==> config.mk <==
export PLATFORM = sky130hd
export DESIGN_NAME = fetch_sequencer
export DESIGN_NICKNAME = d
export VERILOG_FILES = /design/src/rtl/fetch_pkg.sv /design/src/rtl/fetch_sequencer_pc_next_mux.sv /design/src/rtl/fetch_sequencer.sv
export SDC_FILE = /design/constraint.sdc
export NUM_CORES = 1
export LEC_CHECK = 0
export CAP_MARGIN = 0
export CORE_MARGIN = 10
export CORE_UTILIZATION = 51
export CTS_CLUSTER_DIAMETER = 60
export DETAILED_ROUTE_END_ITERATION = 16
export GPL_TIMING_DRIVEN = 0
export PLACE_DENSITY_LB_ADDON = 0.08
export REMOVE_ABC_BUFFERS = 1
export SETUP_SLACK_MARGIN = 0.4
export SYNTH_ARGS = -nofsm -noshare
export SYNTH_HDL_FRONTEND = slang
export SYNTH_SLANG_ARGS = --single-unit
==> constraint.sdc <==
create_clock -name Clk -period 6.6 [get_ports Clk]
set_clock_uncertainty 0.1 [all_clocks]
set_input_delay 1.98 -clock Clk [delete_from_list [all_inputs] [get_ports Clk]]
set_output_delay 1.98 -clock Clk [all_outputs]
set_load 0.1 [all_outputs]
==> src/rtl/fetch_pkg.sv <==
// Shared types and constants for the instruction fetch sequencer.
package fetch_pkg;

  typedef enum logic [1:0] {
    ST_HOLD  = 2'd0,
    ST_FETCH = 2'd1,
    ST_HALT  = 2'd2
  } fetch_state_e;

  localparam logic [31:0] PC_STEP = 32'd4;
  localparam int          FCNT_W  = 16;
  localparam int          HOLD_W  = 4;

  function automatic logic [31:0] word_align(input logic [31:0] addr);
    return {addr[31:2], 2'b00};
  endfunction

endpackage

==> src/rtl/fetch_sequencer_pc_next_mux.sv <==
// Next-PC selection: jump > taken branch > sequential, with alignment and limit wrap.
module pc_next_mux
  import fetch_pkg::*;
#(
  parameter logic [31:0] RESET_ADDR = 32'h0000_0000,
  parameter logic [31:0] PC_LIMIT   = 32'd36
) (
  input  logic [31:0] pc,
  input  logic        jump,
  input  logic [31:0] jump_target,
  input  logic        branch_taken,
  input  logic [31:0] branch_target,
  input  logic        accept,
  output logic [31:0] next_pc,
  output logic        wrap
);

  logic [31:0] candidate;
  logic        advance;

  always_comb begin
    candidate = pc;
    advance   = 1'b1;
    if (jump) begin
      candidate = word_align(jump_target);
    end else if (branch_taken) begin
      candidate = word_align(branch_target);
    end else if (accept) begin
      candidate = pc + PC_STEP;
    end else begin
      advance = 1'b0;
    end
  end

  // A held PC never wraps; only a real move past the limit does.
  always_comb begin
    wrap    = advance && (candidate > PC_LIMIT);
    next_pc = wrap ? RESET_ADDR : candidate;
  end

endmodule

==> src/rtl/fetch_sequencer.sv <==
// Instruction fetch sequencer: owns the PC, post-reset hold, redirects, halt and wrap.
module fetch_sequencer
  import fetch_pkg::*;
#(
  parameter logic [31:0] RESET_ADDR  = 32'h0000_0000,
  parameter logic [31:0] PC_LIMIT    = 32'd36,
  parameter int          HOLD_CYCLES = 1
) (
  input  logic        Clk,
  input  logic        Reset,
  input  logic        Stall,
  input  logic        Jump,
  input  logic [31:0] JumpTarget,
  input  logic        BranchTaken,
  input  logic [31:0] BranchTarget,
  input  logic        Halt,
  input  logic        ImemAck,
  output logic [31:0] PC,
  output logic        ImemReq,
  output logic        InstrValid,
  output logic [31:0] InstrPC,
  output logic        Flush,
  output logic        Wrapped,
  output logic        Halted,
  output logic [15:0] FetchCount
);

  localparam logic [HOLD_W-1:0] HOLD_INIT = HOLD_W'(HOLD_CYCLES);

  fetch_state_e      state;
  logic [HOLD_W-1:0] hold_cnt;
  logic [31:0]       pc_p0;
  logic              instr_valid_p1;
  logic [31:0]       instr_pc_p1;
  logic              flush_p1;
  logic              wrapped_p1;
  logic [FCNT_W-1:0] fetch_count;

  logic              req;
  logic              accept;
  logic [31:0]       next_pc;
  logic              wrap;

  // Any redirect or halt masks the request so it can never coincide with an accept.
  assign req    = (state == ST_FETCH) & ~Stall & ~Halt & ~Jump & ~BranchTaken;
  assign accept = req & ImemAck;

  pc_next_mux #(
    .RESET_ADDR (RESET_ADDR),
    .PC_LIMIT   (PC_LIMIT)
  ) u_pc_next_mux (
    .pc            (pc_p0),
    .jump          (Jump),
    .jump_target   (JumpTarget),
    .branch_taken  (BranchTaken),
    .branch_target (BranchTarget),
    .accept        (accept),
    .next_pc       (next_pc),
    .wrap          (wrap)
  );

  always_ff @(posedge Clk or posedge Reset) begin
    if (Reset) begin
      state          <= ST_HOLD;
      hold_cnt       <= HOLD_INIT;
      pc_p0          <= RESET_ADDR;
      instr_valid_p1 <= 1'b0;
      instr_pc_p1    <= 32'h0;
      flush_p1       <= 1'b0;
      wrapped_p1     <= 1'b0;
      fetch_count    <= '0;
    end else begin
      instr_valid_p1 <= 1'b0;
      flush_p1       <= 1'b0;
      wrapped_p1     <= 1'b0;
      case (state)
        ST_HOLD: begin
          pc_p0    <= RESET_ADDR;
          hold_cnt <= hold_cnt - 1'b1;
          if (hold_cnt <= HOLD_W'(1)) begin
            state <= ST_FETCH;
          end
        end
        ST_FETCH: begin
          if (Halt) begin
            state <= ST_HALT;
          end else begin
            // Fetch / redirect -> completion stage
            pc_p0      <= next_pc;
            flush_p1   <= Jump | BranchTaken;
            wrapped_p1 <= wrap;
            if (accept) begin
              instr_valid_p1 <= 1'b1;
              instr_pc_p1    <= pc_p0;
              if (fetch_count != '1) begin
                fetch_count <= fetch_count + 1'b1;
              end
            end
          end
        end
        ST_HALT: begin
          state <= ST_HALT;
        end
        default: begin
          state <= ST_HOLD;
        end
      endcase
    end
  end

  assign PC         = pc_p0;
  assign ImemReq    = req;
  assign InstrValid = instr_valid_p1;
  assign InstrPC    = instr_pc_p1;
  assign Flush      = flush_p1;
  assign Wrapped    = wrapped_p1;
  assign Halted     = (state == ST_HALT);
  assign FetchCount = fetch_count;

endmodule

==> results of run 1 <==
[kinds of logic (layout without fill, tap and decap cells)]
group           count (synthesis)  in the layout
compound gates                111            111
simple gates                  157            157
fa+ha+maj                       7              7
flops                          89             89
buf+inv                        41            184
xor+xnor                       41             41
mux                            37             37
[worst max-delay path, stage by stage]
cell             delay, ns
clkdlybuf4s50_1       0.52
nor4bb_2              0.92
nand4_1               0.63
nor3_1                0.48
xnor2_1               0.16
a21oi_1               0.09
or4b_1                0.57
nor4_4                0.45
a31oi_4               0.18
o21ai_2               0.19
[flip-flops by register name, indices dropped and copies added, names as in the netlist]
signal / cells
hold_cnt: 4
FetchCount: 16
InstrPC: 32
InstrValid: 1
Wrapped: 1
state: 2
Flush: 1
PC: 32
[power groups by stage]
stage	clock network (uW)	logic (uW)	registers, uW
after floorplan	0	205	700
after global placement	0	415	622
after detailed placement	0	443	626
after CTS	361	444	615
after global routing	386	469	621
final	354	442	616
[placed cells by master, fill, tap and decap left out, types with 14 or more instances in the layout]
master and instances:
dfrtp_1 88, a22o_1 17, mux2_2 32, a21oi_1 18, xnor2_1 28, nand3_1 14
clkdlybuf4s50_1 148, nor2_1 23, nand2_1 48, o21ai_0 23
[per-stage QoR]
step	setup WS [ns]	std cells	area, sq um	TNS [ns]
floorplan	0.720	457	4760	0
global placement	-0.735	737	6430	-2.59
detailed placement	-0.728	739	6490	-2.41
CTS	0.411	755	6660	0
global route	0.441	755	6660	0
finish	0.613	755	6660	0
[routing by layer]
metal / global-route usage, % / vias to the layer above
met5: 0 / -
met4: 7.19 / 0
met3: 6.52 / 27
met2: 37.1 / 213
met1: 27.5 / 2156
li1: - / 2042
[how the worst min path moves through the flow]
stage	start	to	slack (ns)	depth (start not counted)
final	hold_cnt[3]	hold_cnt[3]	0.38	1
after global routing	hold_cnt[3]	hold_cnt[3]	0.39	1
after CTS	hold_cnt[3]	hold_cnt[3]	0.38	1
after detailed placement	hold_cnt[3]	hold_cnt[3]	0.36	1
after global placement	hold_cnt[3]	hold_cnt[3]	0.36	1
after floorplan	hold_cnt[3]	hold_cnt[3]	0.34	1
[area by class of cell]
| type | count | area [sq um] | share of cell area [%] |
|---|---|---|---|
| Clock inverter | 7 | 52.6 | 0.789 |
| Timing Repair Buffer | 153 | 1550 | 23.2 |
| Multi-Input combinational cell | 353 | 2480 | 37.3 |
| Tap cell | 129 | 161 | 2.42 |
| Clock buffer | 9 | 124 | 1.86 |
| Sequential cell | 89 | 2230 | 33.5 |
| Inverter | 15 | 63.8 | 0.958 |
[what timing repair did]
action,4_1_cts,5_1_grt
hold buffers,0,0
setup endpoints to repair,8,5
resized for setup,5,2
==> impl_metrics.ini, run 1 <==
[route]
first_iter_violations = 360
vias_per_cell = 5.88
wl_per_cell_um = 20.8
route.met2.wl_um = 7680
dr_wl_met3_um = 1330
vias = 4438
ant_nets = 0
route.detailed.drc = 0
topRoutingLayerUsed = met4
dr.pass1.iters = 8
wirelength_um = 15700
wl_met1_um = 6420

[sta]
rsz0062_at_grt = false
clock.fmax_mhz = 167
fin_crit_ns = 5.99
slew_headroom_pct = 2.36
fin_crit_sh_pct = 90.7
hold_violations = 0
slew_viol_final = 0
setup_viol = 0
worst_pin_slew_ns = 1.46
whs_ns = 0.380

[synthesis]
synth_area_sq_mm = 0.00488
ys.flop_type = dfrtp_1
netlist.area_leader.share_pct = 45.2
ys_ff_latch = 89
synth.distinct_cells = 61
ys_warn_count = 0
async_reset_ff_share_pct = 100
postSynthAreaPerCell_sq_um = 10.1
ys_seq_area_share_pct = 45.7
synth_simple_gate_area_share_pct = 17.2
yosysMostFrequentCell = dfrtp_1
synth_cells = 483
synth_edf_count = 0
synth_area_leader_cell = dfrtp_1
yosys.area_share.adder_pct = 1.80
synthMuxAreaShare_pct = 8.41
ys_top_cells_by_count = 88 x dfrtp_1, 48 x nand2_1, 32 x mux2_2, 28 x xnor2_1, 24 x nor2_1
synth_compound_area_share_pct = 16.0
synth_top_family_by_area = simple AND/OR/NAND/NOR gates
synth_xor_area_share_pct = 7.36
netlist_top_cells_area = dfrtp_1 45%, mux2_2 7.4%, xnor2_1 5.0%

[finish]
layout.nets = 699
syn_to_final_growth_pct = 36.6
drive_above_1_share_pct = 11.2
final_util_pct = 71.7
antenna_cells = 0
fill_cells = 738

[worst_setup_path]
crit_type = primary input to flop
cp.required_ns = 6.80
r2r-end = PC[2]
critPathCaptureType = flop
cp.arrival_ns = 6.18
reg2reg_slack_ns = 2.07
startpoint = ImemAck
crit_path_end = PC[2]
startpoint_type = primary input
r2r-start = state[1]
reg2reg_depth = 11
critPathMaxFanout = 10

[run_status]
status = finished clean

[clocking]
clkLatencyLatePin_ns = 0.36
path_clk_slew_ns = 0.10
cts_buffers = 9
clock_path_buffers = 2
cts_tree = built
htree_levels = 3
clock_sinks = 89
root_buffer = clkbuf_8
cts_setup_buffers = 0

[pwr]
peakVddDrop_v = 0.000198
p_sw_uw = 548
total_power_uw = 1410
p_sw_share_pct = 38.8
clkPwrFrac_pct = 25.0
power.internal_uw = 864
power_frac_seq_pct = 43.6
pwr-share-comb_pct = 31.3
leakagePower_uw = 0.00272
cellPowerDensity_mw_per_mm2 = 212

[placed_design]
hpwl_um = 11600
gp_congestion = 0.925
portBuffers = 151

[global_routing]
grt_use_total_pct = 22.5
grt_max_degree = 50
grt_pass1_wl_um = 25500
grt_pass1_vias = 4672
antenna_found_initial = 0
overflow = 0

[floorplan]
die_x_um = 118
core_sq_mm = 0.00928
die_area_sq_mm = 0.0139
fp.dieH_um = 118
ios = 156
num_rows = 35
start_util_pct = 52.5

[min_path]
hold_path.class = flop to flop

[flow_run]
maxCapViolCount = 0
(Power assumes the default switching activity.)
==> run 2, diff against run 1 <==
- CORE_ASPECT_RATIO: unset -> 1.5
- MAX_ROUTING_LAYER: unset -> met4
==> run 2 against run 1 <==
Via count about the same. Critical path depth down 6. First-iteration DRC count down 27%. Sequential share of layout area down 0.62 points. Wire length up 1.4%. Count of clock-buffer cells in the layout unchanged. Sequential power about the same. Final cell count down 2.3%. Global-route usage up 1.0 points. Register-to-register slack better by 0.28 ns. Sequential cell count unchanged. Maximum frequency down 0.75%. Critical path type is now primary input to primary output.
==> impl_metrics.ini, run 2 (synthesized netlist as in run 1, its figures left out) <==
[route]
dr_wl_met3_um = 1090
first_iter_violations = 262
wl_per_cell_um = 21.6
wirelength_um = 15900
vias_per_cell = 6.01
route.detailed.drc = 0
vias = 4437
ant_nets = 0
dr.pass1.iters = 4
topRoutingLayerUsed = met4
wl_met1_um = 5910
route.met2.wl_um = 8490

[worst_setup_path]
crit_top_cell = clkdlybuf4s15_2
cp.required_ns = 4.52
critPathMaxFanout = 33
crit_path_cell_trace = clkdlybuf4s15_2, or4_4, nor2_1, clkdlybuf4s15_2
critPathCaptureType = primary output
reg2reg_slack_ns = 2.35
startpoint_type = primary input
cp.arrival_ns = 3.95
cpMaxStageDelayCell = or4_4
r2r-start = state[1]
crit_type = primary input to primary output
max_stage_delay_ns = 0.70
startpoint = Jump

[sta]
setup_ws_ns = 0.567
slew_headroom_pct = 11.2
clock.fmax_mhz = 166
setup_viol = 0
worst_pin_slew_ns = 1.33
fin_crit_ns = 6.03
hold_violations = 0
rsz0062_at_grt = false
fin_crit_sh_pct = 91.4
slew_viol_final = 0

[clocking]
path_clk_slew_ns = 0.06
clock_path_buffers = 2
root_buffer = clkbuf_16
htree_levels = 3
clkLatencyLatePin_ns = 0.34
cts_tree = built
hold_buffers = 0
clock_sinks = 89
cts_buffers = 9
cts_setup_buffers = 0

[floorplan]
start_util_pct = 52.4
ios = 156
die_x_um = 99.8
die_area_sq_mm = 0.0140
num_rows = 43
core_sq_mm = 0.00931
fp.dieH_um = 140

[finish]
layout.nets = 699
syn_to_final_growth_pct = 39.1
antenna_cells = 0
stdcell_count = 738
fill_cells = 706
drive_above_1_share_pct = 11.0
layout_commonest_cell = clkdlybuf4s50_1
multi_input_area_sq_mm = 0.00250
stdcell_area_sq_mm = 0.00679
final_cell_mix = 148 x clkdlybuf4s50_1, 88 x dfrtp_1, 48 x nand2_1
register_area_sq_mm = 0.00223

[pwr]
clkPwrFrac_pct = 33.0
p_sw_uw = 562
total_power_uw = 1590
power_frac_seq_pct = 38.7
leakagePower_uw = 0.00279
pwr-share-comb_pct = 28.3
cellPowerDensity_mw_per_mm2 = 234
power.internal_uw = 1030
peakVddDrop_v = 0.000296
p_sw_share_pct = 35.4

[placed_design]
dpl.cell_count = 722
dp_slack_ns = -0.775
hpwl_um = 11900
gp_congestion = 0.902
post_dp_cell_area_sq_mm = 0.00647
portBuffers = 151

[global_routing]
overflow = 0
antenna_found_initial = 0
grt_pass1_wl_um = 25500
grt_use_total_pct = 23.5
grt_max_degree = 61
grt_pass1_vias = 4729

[run_status]
status = finished clean

[flow_run]
maxCapViolCount = 0

[min_path]
min-delay-start = hold_cnt[3]
hold_path.class = flop to flop
==> run 2: metrics by stage <==
| step | hold WS (ns) | TNS, ns | util (%) |
|---|---|---|---|
| final | 0.370 | 0 | 72.9 |
| after global routing | 0.404 | 0 | 72.9 |
| after CTS | 0.375 | 0 | 72.7 |
| after detailed placement | 0.362 | -3.46 | 69.5 |
| after global placement | 0.364 | -2.87 | 68.9 |
| after floorplan | 0.343 | 0 | - |
==> run 2: area by class of cell <==
cell class	count	share of cell area [%]
Inverter	15	0.940
Timing Repair Buffer	153	22.9
Tap cell	112	2.07
Clock inverter	7	1.11
Sequential cell	89	32.8
Multi-Input combinational cell	353	36.8
Clock buffer	9	3.32
==> run 2: final timing paths <==
path,cells after the start,end
setup / recovery,4,ImemReq
hold / removal,1,hold_cnt[3]
setup reg to reg,11,PC[2]
hold reg to reg,1,hold_cnt[3]
max in group asynchronous,3,PC[21]
min in group asynchronous,2,InstrPC[5]
==> run 2: timing repair <==
action,in CTS,in global routing
endpoints found under the hold margin,0,0
resized for setup,7,1
setup endpoints to repair,8,7
==> run 2: metal layers <==
metal  track usage [%]  up-vias
met3              5.70       31
li1                  -     2045
met1              26.1     2195
met5                 -        -
met2              39.3      166
met4              9.01        0
==> run 2: worst max-delay path: cells and delay by family <==
family                 cells  cell delay (ns)
buffers and inverters      2             1.10
AND/OR/NAND/NOR            2             0.85
==> run 2: power by group through the flow <==
stage          Sequential, uW  Clock (uW)  Combinational [uW]
3_3_place_gp              623           0                 415
5_1_grt                   619         558                 480
4_1_cts                   614         534                 447
3_5_place_dp              624           0                 447
6_report                  615         524                 449
2_1_floorplan             700           0                 205
==> run 3, diff against run 2 <==
- CAP_MARGIN: 0 -> unset
- HOLD_SLACK_MARGIN: unset -> 0.03
- SLEW_MARGIN: unset -> 10
==> run 3 against run 2 <==
Global-route usage shrank 0.36 points. Utilization hardly changed. First-iteration DRC count is 9.9% lower. Sequential power about the same. Critical path type unchanged. Highest routed layer unchanged.
==> impl_metrics.ini, run 3 (synthesized netlist as in run 1, its figures left out) <==
[run_status]
status = finished clean

[clocking]
clock_path_buffers = 2
path_clk_slew_ns = 0.06
clock_sinks = 89
clkLatencyLatePin_ns = 0.34
root_buffer = clkbuf_16
cts_buffers = 9
hold_buffers = 0
cts_tree = built
htree_levels = 3

[floorplan]
die_x_um = 99.8
die_area_sq_mm = 0.0140
ios = 156
num_rows = 43
core_sq_mm = 0.00931
start_util_pct = 52.4
fp.dieH_um = 140

[finish]
fill_cells = 691
layout_commonest_cell = clkdlybuf4s50_1
multi_input_area_sq_mm = 0.00250
layout.nets = 699
final_cell_mix = 148 x clkdlybuf4s50_1, 88 x dfrtp_1, 48 x nand2_1
stdcell_area_sq_mm = 0.00678
drive_above_1_share_pct = 11.3
register_area_sq_mm = 0.00223
syn_to_final_growth_pct = 39.1
antenna_cells = 0

[placed_design]
dp_slack_ns = -0.761
hpwl_um = 11800
post_dp_cell_area_sq_mm = 0.00647
portBuffers = 151
gp_congestion = 0.902

[route]
route.detailed.drc = 0
wirelength_um = 15900
first_iter_violations = 236
ant_nets = 0
wl_per_cell_um = 21.5
dr.pass1.iters = 5
vias = 4430
vias_per_cell = 6.00

[global_routing]
grt.met3_usage_pct = 5.25
grt_pass1_vias = 4620
antenna_found_initial = 0
grt_use_met1_pct = 24.8
grt-busiest-layer = met2
gr-usage-met2_pct = 40.2
grt_use_total_pct = 23.1
grt_pass1_wl_um = 25200
overflow = 0
grt_max_degree = 61

[pwr]
peakVddDrop_v = 0.000218
power_frac_seq_pct = 39.0
p_sw_uw = 561
cellPowerDensity_mw_per_mm2 = 232
pwr-share-comb_pct = 27.6
power.internal_uw = 1020
leakagePower_uw = 0.00278
clkPwrFrac_pct = 33.4
p_sw_share_pct = 35.6

[worst_setup_path]
crit_type = primary input to primary output
reg2reg_slack_ns = 2.37
max_stage_delay_ns = 0.71
cp_top_family = buffers and inverters
cpMaxStageDelayCell = or4_4
crit_buf_inv = 2
r2r-start = state[1]
r2r-end = PC[2]
critPathCaptureType = primary output
critPathMaxFanout = 33
startpoint_type = primary input
reg2reg_depth = 11
cp.arrival_ns = 3.99
crit_top_cell = clkdlybuf4s15_2
cp.required_ns = 4.52
crit_path_cell_trace = clkdlybuf4s15_2, or4_4, nor2_1, clkdlybuf4s15_2

[sta]
worst_pin_slew_ns = 1.04
setup_viol = 0
clock.fmax_mhz = 165
rsz0062_at_grt = false
fin_crit_ns = 6.07
slew_viol_final = 0
fin_crit_sh_pct = 91.9
setup_ws_ns = 0.533
hold_violations = 0
slew_headroom_pct = 30.5

[min_path]
min-delay-start = hold_cnt[3]
whs_path_depth = 1
hold_path.class = flop to flop
min_to = hold_cnt[3]

[flow_run]
maxCapViolCount = 0
[run 3: what timing repair did]
action,4_1_cts,5_1_grt
hold endpoints to repair,0,0
resized for setup,7,0
setup buffers,0,0
setup endpoints to repair,8,0
[run 3: per-layer routing]
metal	vias up	part of all wire, %
met5	-	0
met4	0	2.7
met3	30	6.8
met2	171	53
met1	2188	37
li1	2041	-
[run 3: how the worst max path moves through the flow]
stage	start	end	slack [ns]	cells after the start
2_1_floorplan	Stall	ImemReq	0.72	2
3_5_place_dp	Jump	ImemReq	-0.76	4
6_report	Jump	ImemReq	0.53	4
4_1_cts	Jump	ImemReq	0.58	4
5_1_grt	Jump	PC[3]	0.49	10
3_3_place_gp	Jump	ImemReq	-0.75	4
[run 3: worst reg2reg max path, delay by kind of cell, from the launching register on]
family | cells | cell delay [ns]
compound gates | 3 | 0.48
xor+xnor | 1 | 0.16
fa+ha+maj | 1 | 0.25
buf+inv | 1 | 0.08
flops | 1 | 0.39
simple gates | 5 | 2.68
[run 3: layout make-up]
type / count / share of cell area [%]
Inverter: 15 / 0.941
Clock buffer: 9 / 3.32
Sequential cell: 89 / 32.8
Tap cell: 112 / 2.07
Timing Repair Buffer: 153 / 22.8
Multi-Input combinational cell: 353 / 36.9
Clock inverter: 7 / 1.14
[run 3: power by group through the flow]
stage	Clock, uW	Combinational (uW)	Sequential [uW]
floorplan	0	205	700
global placement	0	415	623
detailed placement	0	437	625
CTS	536	438	614
global route	555	466	620
finish	526	435	615
[run 3: metrics by stage]
| stage | util (%) | hold WS, ns | cells | setup TNS [ns] | total power, uW |
|---|---|---|---|---|---|
| global route | 72.9 | 0.405 | 738 | 0 | 1640 |
| CTS | 72.8 | 0.382 | 738 | 0 | 1590 |
| floorplan | - | 0.343 | 457 | 0 | 905 |
| finish | 72.9 | 0.383 | 738 | 0 | 1580 |
| detailed placement | 69.6 | 0.369 | 722 | -3.33 | 1060 |
| global placement | 68.9 | 0.364 | 720 | -2.87 | 1040 |
==> RTL change (flow settings as in run 2) <==
The package constant `HOLD_W` goes from 4 to 3.
--- a/src/rtl/fetch_pkg.sv
+++ b/src/rtl/fetch_pkg.sv
@@ -9,7 +9,7 @@
 
   localparam logic [31:0] PC_STEP = 32'd4;
   localparam int          FCNT_W  = 16;
-  localparam int          HOLD_W  = 4;
+  localparam int          HOLD_W  = 3;
 
   function automatic logic [31:0] word_align(input logic [31:0] addr);
     return {addr[31:2], 2'b00};
Check against the original RTL: no difference found for any inputs over 4 cycles, from zero or initial values and one cycle with Reset high; that may be too few to reach the edited logic, so the function may still have changed.
==> RTL change against run 2 <==
  * Worst setup slack improved by 0.16 ns
  * Worst hold slack improved by 0.0043 ns
  * Design area rose by 0.15%
  * Final cell count rose by 9.9%
  * Sequential cell count fell by 1
  * First-iteration DRC count rose by 21%
  * Highest routed layer unchanged
  * Area after synthesis rose by 1.9%
  * Routed wire length rose by 8.6%
Power is not compared: it rests on default switching activity, and its combinational part moved more than twofold at a synthesized area within 25%.
==> RTL change: results (changes against run 2) <==
• routed length per placed instance: 21.30 um, was 21.56 um
• share of synthesized flip-flops with an asynchronous set or reset: 100.0%, unchanged
• post-synthesis mux area share: 0.8308%, was 8.415%
• cell type of the slowest stage on the worst timing path: sky130_fd_sc_hd__clkdlybuf4s15_2, was sky130_fd_sc_hd__or4_4
• via density per instance: 6.109, was 6.012
• minimum clock period: 5.874 ns, was 6.033 ns
• reg2reg start: state[1], unchanged
• worst-case setup slack after placement: -0.8340 ns, was -0.7749 ns
• biggest area contributors in the synthesized netlist: sky130_fd_sc_hd__dfrtp_1 (44%), sky130_fd_sc_hd__nand2_1 (9.7%), sky130_fd_sc_hd__xnor2_1 (4.8%), was sky130_fd_sc_hd__dfrtp_1 (45%), sky130_fd_sc_hd__mux2_2 (7.4%), sky130_fd_sc_hd__xnor2_1 (5.0%)
• worst hold path stage count: 2, was 1
• end of the worst register-to-register path: PC[4], was PC[2]
• worst hold margin: 0.3747 ns, was 0.3704 ns
• placed instance count: 795, was 722
• register-to-register path setup slack: 2.39 ns, was 2.35 ns
• fraction of the mapped netlist area in compound gates: 17.07%, was 15.96%
• sequential-to-total area share from yosys stat: 44.34%, was 45.69%
• count of cell types in the netlist: 65, was 61
• largest net degree at the start of global routing: 65, was 61
• terminating pin of the worst hold path: InstrPC[2], was hold_cnt[3]
• first-pass GRT wire length: 27340 um, was 25470 um
• total met3 wirelength after detailed routing: 1087 um, was 1093 um
• post-synthesis share of cell area spent on full adders, half adders and majority gates: 1.511%, was 1.796%
• outcome: finished clean, unchanged
• number of detailed-route iterations in the first pass: 5, was 4
• number of nets in the finished design: 768, was 699
• total power consumption of the routed design: 1133 uW
• worst ir drop on vdd: 0.1390 mV
• signal arrival time at the worst endpoint: 3.79 ns, was 3.95 ns
• Global Route met3 Usage: 3.914%, was 5.699%
• via count of the first global-routing pass: 4987, was 4729
• routed wire length: 17270 um, was 15910 um
• violation count after the first detailed-routing iteration: 317, was 262
• detailed-placement wirelength estimate: 12770 um, was 11860 um
• worst slew pin tran: 1.019 ns, was 1.327 ns
• global routing met1 resource utilization: 28.88%, was 26.11%
• met2 wire length: 8941 um, was 8491 um
• GP Congestion: 0.9278, was 0.9021
• post-route met1 wirelength: 6776 um, was 5913 um
• Post-synth top cells: sky130_fd_sc_hd__nand2_1 (128), sky130_fd_sc_hd__dfrtp_1 (87), sky130_fd_sc_hd__xnor2_1 (27), sky130_fd_sc_hd__nor2_1 (26), sky130_fd_sc_hd__o21ai_0 (26), was sky130_fd_sc_hd__dfrtp_1 (88), sky130_fd_sc_hd__nand2_1 (48), sky130_fd_sc_hd__mux2_2 (32), sky130_fd_sc_hd__xnor2_1 (28), sky130_fd_sc_hd__nor2_1 (24)
• Slowest Stage Delay on Critical Path: 0.57 ns, was 0.70 ns
• Resize count post-CTS: 6, was 7
• share of cells above drive strength 1: 5.747%, was 11.02%
• count of filler cells inserted in the layout: 769, was 706
• total track usage: 24.78%, was 23.46%
• launching instance or port of the critical path: BranchTaken, was Jump
• DP Area: 0.006510 sq mm, was 0.006469 sq mm
-- RTL change: cell types whose count changed after synthesis, sizes merged, moves of 4 or more --
cell and delta:
nand4 +9, xor2 -5, buf +6, o211ai -4, nor4 +4, nand2 +80, a22oi -4, nand3 +8
clkbuf +7, mux2 -31, o21ai +7, and4 +4, a21boi +4
-- RTL change: cell type report --
cell class | count | area [sq um] | area share (%)
flip-flops and latches | 88 | 2203 | 32.42
clock buffers | 12 | 256.5 | 3.775
well taps | 115 | 143.9 | 2.117
multi-input cells | 427 | 2566 | 37.76
clock inverters | 4 | 28.78 | 0.4235
inverters | 12 | 47.55 | 0.6997
repair buffers | 153 | 1549 | 22.80
-- RTL change: logic make-up (layout without fill, tap and decap cells) --
kind of cell / Yosys count / after routing
AND/OR/NAND/NOR: 259 / 259
AO/OA/AOI/OAI: 123 / 123
flip-flops: 88 / 88
buffers and inverters: 51 / 181
XOR/XNOR: 35 / 35
adder cells (fa/ha/maj): 6 / 6
multiplexers: 4 / 4
